==> config.mk <==
export PLATFORM = sky130hd
export DESIGN_NAME = serial_adder_ctrl
export DESIGN_NICKNAME = d
export VERILOG_FILES = /design/src/rtl/serial_adder_ctrl.sv
export SDC_FILE = /design/constraint.sdc
export NUM_CORES = 1
export LEC_CHECK = 0
export CELL_PAD_IN_SITES_DETAIL_PLACEMENT = 0
export CELL_PAD_IN_SITES_GLOBAL_PLACEMENT = 1
export CORE_ASPECT_RATIO = 1.5
export CORE_UTILIZATION = 41
export CTS_CLUSTER_SIZE = 10
export DETAILED_ROUTE_END_ITERATION = 7
export PLACE_DENSITY_LB_ADDON = 0.2
export SKIP_CTS_REPAIR_TIMING = 1
export SLEW_MARGIN = 20
export SYNTH_ARGS = -nofsm -noshare
export SYNTH_HDL_FRONTEND = slang
export SYNTH_SLANG_ARGS = --single-unit
==> constraint.sdc <==
create_clock -name clk -period 5.2 [get_ports clk]
set_input_delay 1.04 -clock clk [delete_from_list [all_inputs] [get_ports clk]]
set_output_delay 1.04 -clock clk [all_outputs]
set_load 0.03 [all_outputs]
==> src/rtl/serial_adder_ctrl.sv <==
// ============================================================================
// serial_adder_ctrl: bit-serial N-bit adder. One full_adder cell is reused
// LSB first over WIDTH cycles, and the design pulses done when the result is ready.
// Revision: 1.0
// ============================================================================
`default_nettype none

module serial_adder_ctrl #(
  parameter int WIDTH = 8
) (
  input  logic             clk,
  input  logic             rst,
  input  logic             start,
  input  logic [WIDTH-1:0] A,
  input  logic [WIDTH-1:0] B,
  input  logic             Cin,
  output logic             busy,
  output logic             done,
  output logic [WIDTH-1:0] S,
  output logic             Cout
);

  localparam int              IDXW     = $clog2(WIDTH);
  localparam logic [IDXW-1:0] LAST_IDX = IDXW'(WIDTH - 1);

  typedef enum logic [1:0] {
    IDLE = 2'd0,
    ADD  = 2'd1,
    DONE = 2'd2
  } state_t;

  state_t           state;
  logic [WIDTH-1:0] a_reg;
  logic [WIDTH-1:0] b_reg;
  logic             carry_reg;
  logic [IDXW-1:0]  idx;
  logic             fa_s;
  logic             fa_cout;

  full_adder fa (
    .A    (a_reg[idx]),
    .B    (b_reg[idx]),
    .Cin  (carry_reg),
    .S    (fa_s),
    .Cout (fa_cout)
  );

  always_ff @(posedge clk) begin
    if (rst) begin
      state     <= IDLE;
      busy      <= 1'b0;
      done      <= 1'b0;
      S         <= '0;
      Cout      <= 1'b0;
      idx       <= '0;
      carry_reg <= 1'b0;
      a_reg     <= '0;
      b_reg     <= '0;
    end else begin
      case (state)
        IDLE: begin
          done <= 1'b0;
          if (start) begin
            a_reg     <= A;
            b_reg     <= B;
            carry_reg <= Cin;
            idx       <= '0;
            busy      <= 1'b1;
            state     <= ADD;
          end
        end
        ADD: begin
          S[idx]    <= fa_s;
          carry_reg <= fa_cout;
          // Exit is taken at the last bit so idx never needs to wrap.
          if (idx == LAST_IDX) begin
            Cout  <= fa_cout;
            busy  <= 1'b0;
            done  <= 1'b1;
            state <= DONE;
          end else begin
            idx <= idx + 1'b1;
          end
        end
        DONE: begin
          done  <= 1'b0;
          state <= IDLE;
        end
        default: begin
          busy  <= 1'b0;
          done  <= 1'b0;
          state <= IDLE;
        end
      endcase
    end
  end

endmodule

// Single-bit full adder cell time-shared by the controller.
module full_adder (
  input  logic A,
  input  logic B,
  input  logic Cin,
  output logic S,
  output logic Cout
);

  assign S    = A ^ B ^ Cin;
  assign Cout = (A & B) | (Cin & (A ^ B));

endmodule

`default_nettype wire

# --- Yosys cells after proc, flatten, opt, wreduce, memory -nomap -nowiden ---
# Index checks and enable logic that the tools add are counted.
classes:
  bitwise: 7
  n_addsub: 1
  eq_ne: 6
  order_cmp: 2
  reduce_logical: 10
  muxes: 18
op_table:
  columns: ["op", "n"]
  rows:
  - ["8-bit bitwise mux", 1]
  - ["2-bit AND reduction", 4]
  - ["1-bit binary-select mux with 3-bit select", 2]
  - ["1-bit two-way mux", 6]
  - ["3-bit two-way mux", 2]
  - ["2-bit inequality test, second input constant", 3]
  - ["3-bit case mux with 2 select lines", 1]
  - ["3-bit AND reduction", 2]
  - ["3-bit by 4-bit < comparator with 1-bit output, second input constant", 1]
  - ["2-bit two-way mux", 2]
  - ["2-bit case mux with 2 select lines", 1]
  - ["3-bit by 1-bit adder with 3-bit output, second input constant", 1]
  - ["1-bit demux with 3-bit select", 1]
  - ["3-bit == test, second input constant", 1]
  - ["3-bit by 1-bit >= comparator with 1-bit output, second input constant", 1]
  - ["1-bit case mux with 3 select lines", 1]
  - ["1-bit bitwise AND", 2]
  - ["2-bit by 1-bit == test with 1-bit output, second input constant", 1]
  - ["2-bit == test, second input constant", 1]
  - ["2-bit logical NOT", 1]
  - ["1-bit inverter", 2]
  - ["1-bit case mux with 2 select lines", 1]
  - ["2-bit nonzero test", 1]
  - ["2-bit OR reduction", 1]
  - ["other kinds (3)", 4]
totals:
  in_bits: 20
  regBits: 33
  output_inout_bits: 11
  wordCells: 53

# --- Longest topological paths before layout ---
logic_depth:
  depth_word: 6
  depth_mapped: 6
  ltp_nobuf: 5

# --- Cells and area by module ---
# A second synthesis with hierarchy kept.
unflattened:
  cells_unflattened: 167
  hier_area_um2: 1536.5
modules_own_cells:
  columns: ["module", "cells_per_inst", "seq_area_each_um2", "area_per_inst_um2", "instances"]
  rows:
  - ["serial_adder_ctrl", 166, 660.6, 1516.5, 1]
  - ["full_adder", 1, 0.0, 20.0, 1]

# --- Worst setup path before layout ---
# Ideal clock, no wire load.
synth_path:
  path_type: "register to register"
  start: "reg idx[1]"
  end: "reg S[1]"
  arrival_time_ps: 1989
  path_stages_with_launch: 7
  setup_ps: 125
  required_time_ps: 5075
  synth_period_minus_slack_ps: 2114
  path_slack_ps: 3086
  n_path_buf: 1
  cell_sequence: "dfxtp_1 buf_6 mux4_2 mux2_4 fa_1 nand2b_1 mux2i_1"
synth_via:
  elab_chain_len: 5
  word_cells_on_any_way: 12
  cone_classes: "order compare: 2; mux: 7; bitwise: 2; reduce/logical: 1"
synth_rtl:
  columns: ["item", "line_no", "rtl"]
  rows:
  - ["from (decl)", "36", "logic [IDXW-1:0] idx;"]
  - ["from (signal assigned)", "82", "idx <= idx + 1'b1;"]
  - ["1-bit binary-select mux with 3-bit select, on equally long branches", "41, 42", null]
  - ["1-bit two-way mux, on equally long branches", "41, 42", null]
  - ["1-bit bitwise XOR * (2 in a row)", "109", "assign S = A ^ B ^ Cin;"]
  - ["net fa.S", "105", "output logic S,"]
  - ["8-bit bitwise mux *", "73", "S[idx] <= fa_s;"]
  - ["to (signal, indexed assignment)", "73", null]
  - ["to (decl)", "19", "output logic [WIDTH-1:0] S,"]
# Mark *: on every way through the listed nets, which the timed path passes. The rest lies on a longest branch. The select of a mux whose other input is x is not followed.
# A chain may end at the register's enable or synchronous reset.

# --- Worst setup path in the final report ---
# Same ends and word-level chain as after synthesis.

==> qor.yml <==
startpoint_type: "flop"
ant_nets: 0
routed-wl-met2_um: 1530
grt_max_degree: 38
hp-class: "reg2reg"
syn-num-nets: 186
dieArea_um2: 3960
grt_overflow_total: 0
syn-cell-area_um2: 1520
min_period_ps: 2470
met3WireLength_um: 113
viasPerCell: 5.17
fin_total_pwr_w: 0.000625
wl_per_cell_um: 12.8
yosysSeqAreaShare: 0.434
vdd_drop_max_mv: 0.227
gr-usage-all-layers: 0.178
route.detailed.drc: 0
synth.area.mux_share: 0.150
crit_buf_inv: 0
synth.distinct_cells: 30
drt-pass1-iter-count: 4
synthSimpleGateAreaFrac: 0.250
cts.sinks: 33
worstPathRequired_ps: 5410
synth_compound_area_frac: 0.0847
setup_violations: 0
rsz0062_at_grt: "no"
dp_hpwl_um: 1990
wl_met1_um: 1260
drive_above_1_share: 0.0794
final_max_slew_viol_count: 0
synth_fa_ha_area_frac: 0.0296
yosysWarnings: 0
vias: 1194
nets: 211
numCtsBuffers: 5
hold_violations: 0
clk_pin_slew_ps: 70
status: "finished, final reports clean"
cts_tree: "done"
die_y_um: 76.6
slew-limit-headroom: 0.529
avgSynthCellArea_um2: 9.33
end_kind: "flop"
worstPathMaxFanout: 13
fmax_mhz: 404
power_density_nw_per_um2: 324
top_layer: "met4"
cp_cell_sequence: "mux4_1, mux2_4, fa_1, nand2b_1, mux2i_1"
post-route-period-util: 0.476
clk_latency_ps: 280
drt-total-wl_um: 2960
drt_iter0_markers: 24
worst-setup-path-type: "reg2reg"
drv_cap: 0
holdWs_ps: 453
num_io_pins: 31
core_um2: 3480
port_buffers: 30
crit_family: "multiplexers"
rows: 26
cp-startpoint: "idx[1]"
antenna_cells: 0
synth_seq_cells: 33
grt_pass1_vias: 1133
die_w_um: 51.7
cts-root-buf: "clkbuf_8"
slowest_delay_ps: 640
synth_top_family_by_area: "simple AND/OR/NAND/NOR gates"
start_util: 0.437
yosys.area_share.xor_xnor: 0
final.setup_skew_ps: 3.62
arrival_ps: 2690
syn_to_final_growth_pct: 26.8
dpl_cell_area_um2: 1800
fin_setup_tns_ps: 0
antenna_found_initial: 0
gp_congestion: 0.747
regToRegStartpoint: "idx[1]"
cpMaxStageDelayCell: "dfxtp_1"
htreeDepth: 2
grt_first_pass_wirelength_um: 5240
synth_cells: 163
leakage_nw: 0.764
worstHoldStart: "a_reg[7]"
clock_path_buffers: 2
worstMarginPinSlew_ps: 705
final_area_um2: 1930
[layout make-up]
type                    instances  area, um2
multi-input cells             117        783
fillers                       324       1550
clock buffers                   5       68.8
well taps                      42       52.6
inverters                       1       3.75
clock inverters                 3       65.1
repair buffers                 30        295
flip-flops and latches         33        661
[power breakdown]
group / total, W / internal [W] / switching (W)
Sequential: 0.000273 / 0.000264 / 0.00000889
Combinational: 0.0000684 / 0.0000351 / 0.0000333
Clock: 0.000283 / 0.000190 / 0.0000930
[cell usage after synthesis]
library cell,count,area [um2]
a21o_1,2,15.0
a21oi_1,20,100
buf_2,5,25.0
buf_6,3,33.8
clkbuf_1,4,15.0
dfxtp_1,33,661
fa_1,1,20.0
ha_1,2,25.0
inv_1,1,3.75
mux2_2,1,11.3
mux2_4,2,30.0
mux2i_1,9,90.1
mux4_1,2,52.6
mux4_2,2,45.0
nand2_1,33,124
nand2b_1,14,87.6
nand3_1,5,25.0
nand3b_1,3,22.5
nand4_1,1,6.26
nand4b_1,1,8.76
nor2_1,5,18.8
nor2b_1,3,18.8
nor3_1,4,20.0
nor3b_1,1,7.51
nor3b_4,1,18.8
nor4_1,1,6.26
o21ai_0,1,5.00
o41ai_1,1,8.76
or2b_1,1,7.51
or3b_1,1,8.76
[cell usage in the layout, fill, tap and decap left out, drive strengths merged, types with 3 or more instances in the layout]
| cell type | Yosys | layout |
|---|---|---|
| a21oi | 20 | 20 |
| clkbuf | 4 | 5 |
| clkdlybuf4s50 | 0 | 29 |
| dfxtp | 33 | 33 |
| mux2 | 3 | 3 |
| mux2i | 9 | 9 |
| mux4 | 4 | 4 |
| nand2 | 33 | 33 |
| nand2b | 14 | 14 |
| nand3 | 5 | 5 |
| nand3b | 3 | 3 |
| nor2 | 5 | 5 |
| nor2b | 3 | 3 |
| nor3 | 4 | 4 |
[metal layers]
metal,vias to the layer above,GRT usage
li1,610,-
met1,555,0.205
met2,22,0.291
met3,7,0.0619
met4,0,0.0730
met5,-,0
[worst register-to-register path, cell delays in order, from the launching register on]
cell and delay [ps]:
dfxtp_1 640, mux4_1 620, mux2_4 290, fa_1 530, nand2b_1 160, mux2i_1 170
[kinds of logic after synthesis]
kind of cell | after synthesis
AOI/OAI and AO/OA | 24
adders and majority gates | 3
buffers and inverters | 13
DFF | 33
muxes | 16
and+or+nand+nor | 74
[worst paths after layout]
| path | endpoint | slack (ps) | cells after the start |
|---|---|---|---|
| setup reg to reg | S[1] | 2730 | 5 |
| hold reg to reg | a_reg[7] | 450 | 2 |
| hold / removal | a_reg[7] | 450 | 2 |
| setup / recovery | S[1] | 2730 | 5 |
[per-stage QoR]
step	cells	utilization	setup slack (ps)
after global routing	231	0.554	2540
after global placement	223	0.517	2340
after floorplan	163	-	3090
final	231	0.554	2730
after CTS	231	0.556	2570
after detailed placement	223	0.517	2250
Power figures use the tool's default switching activity.
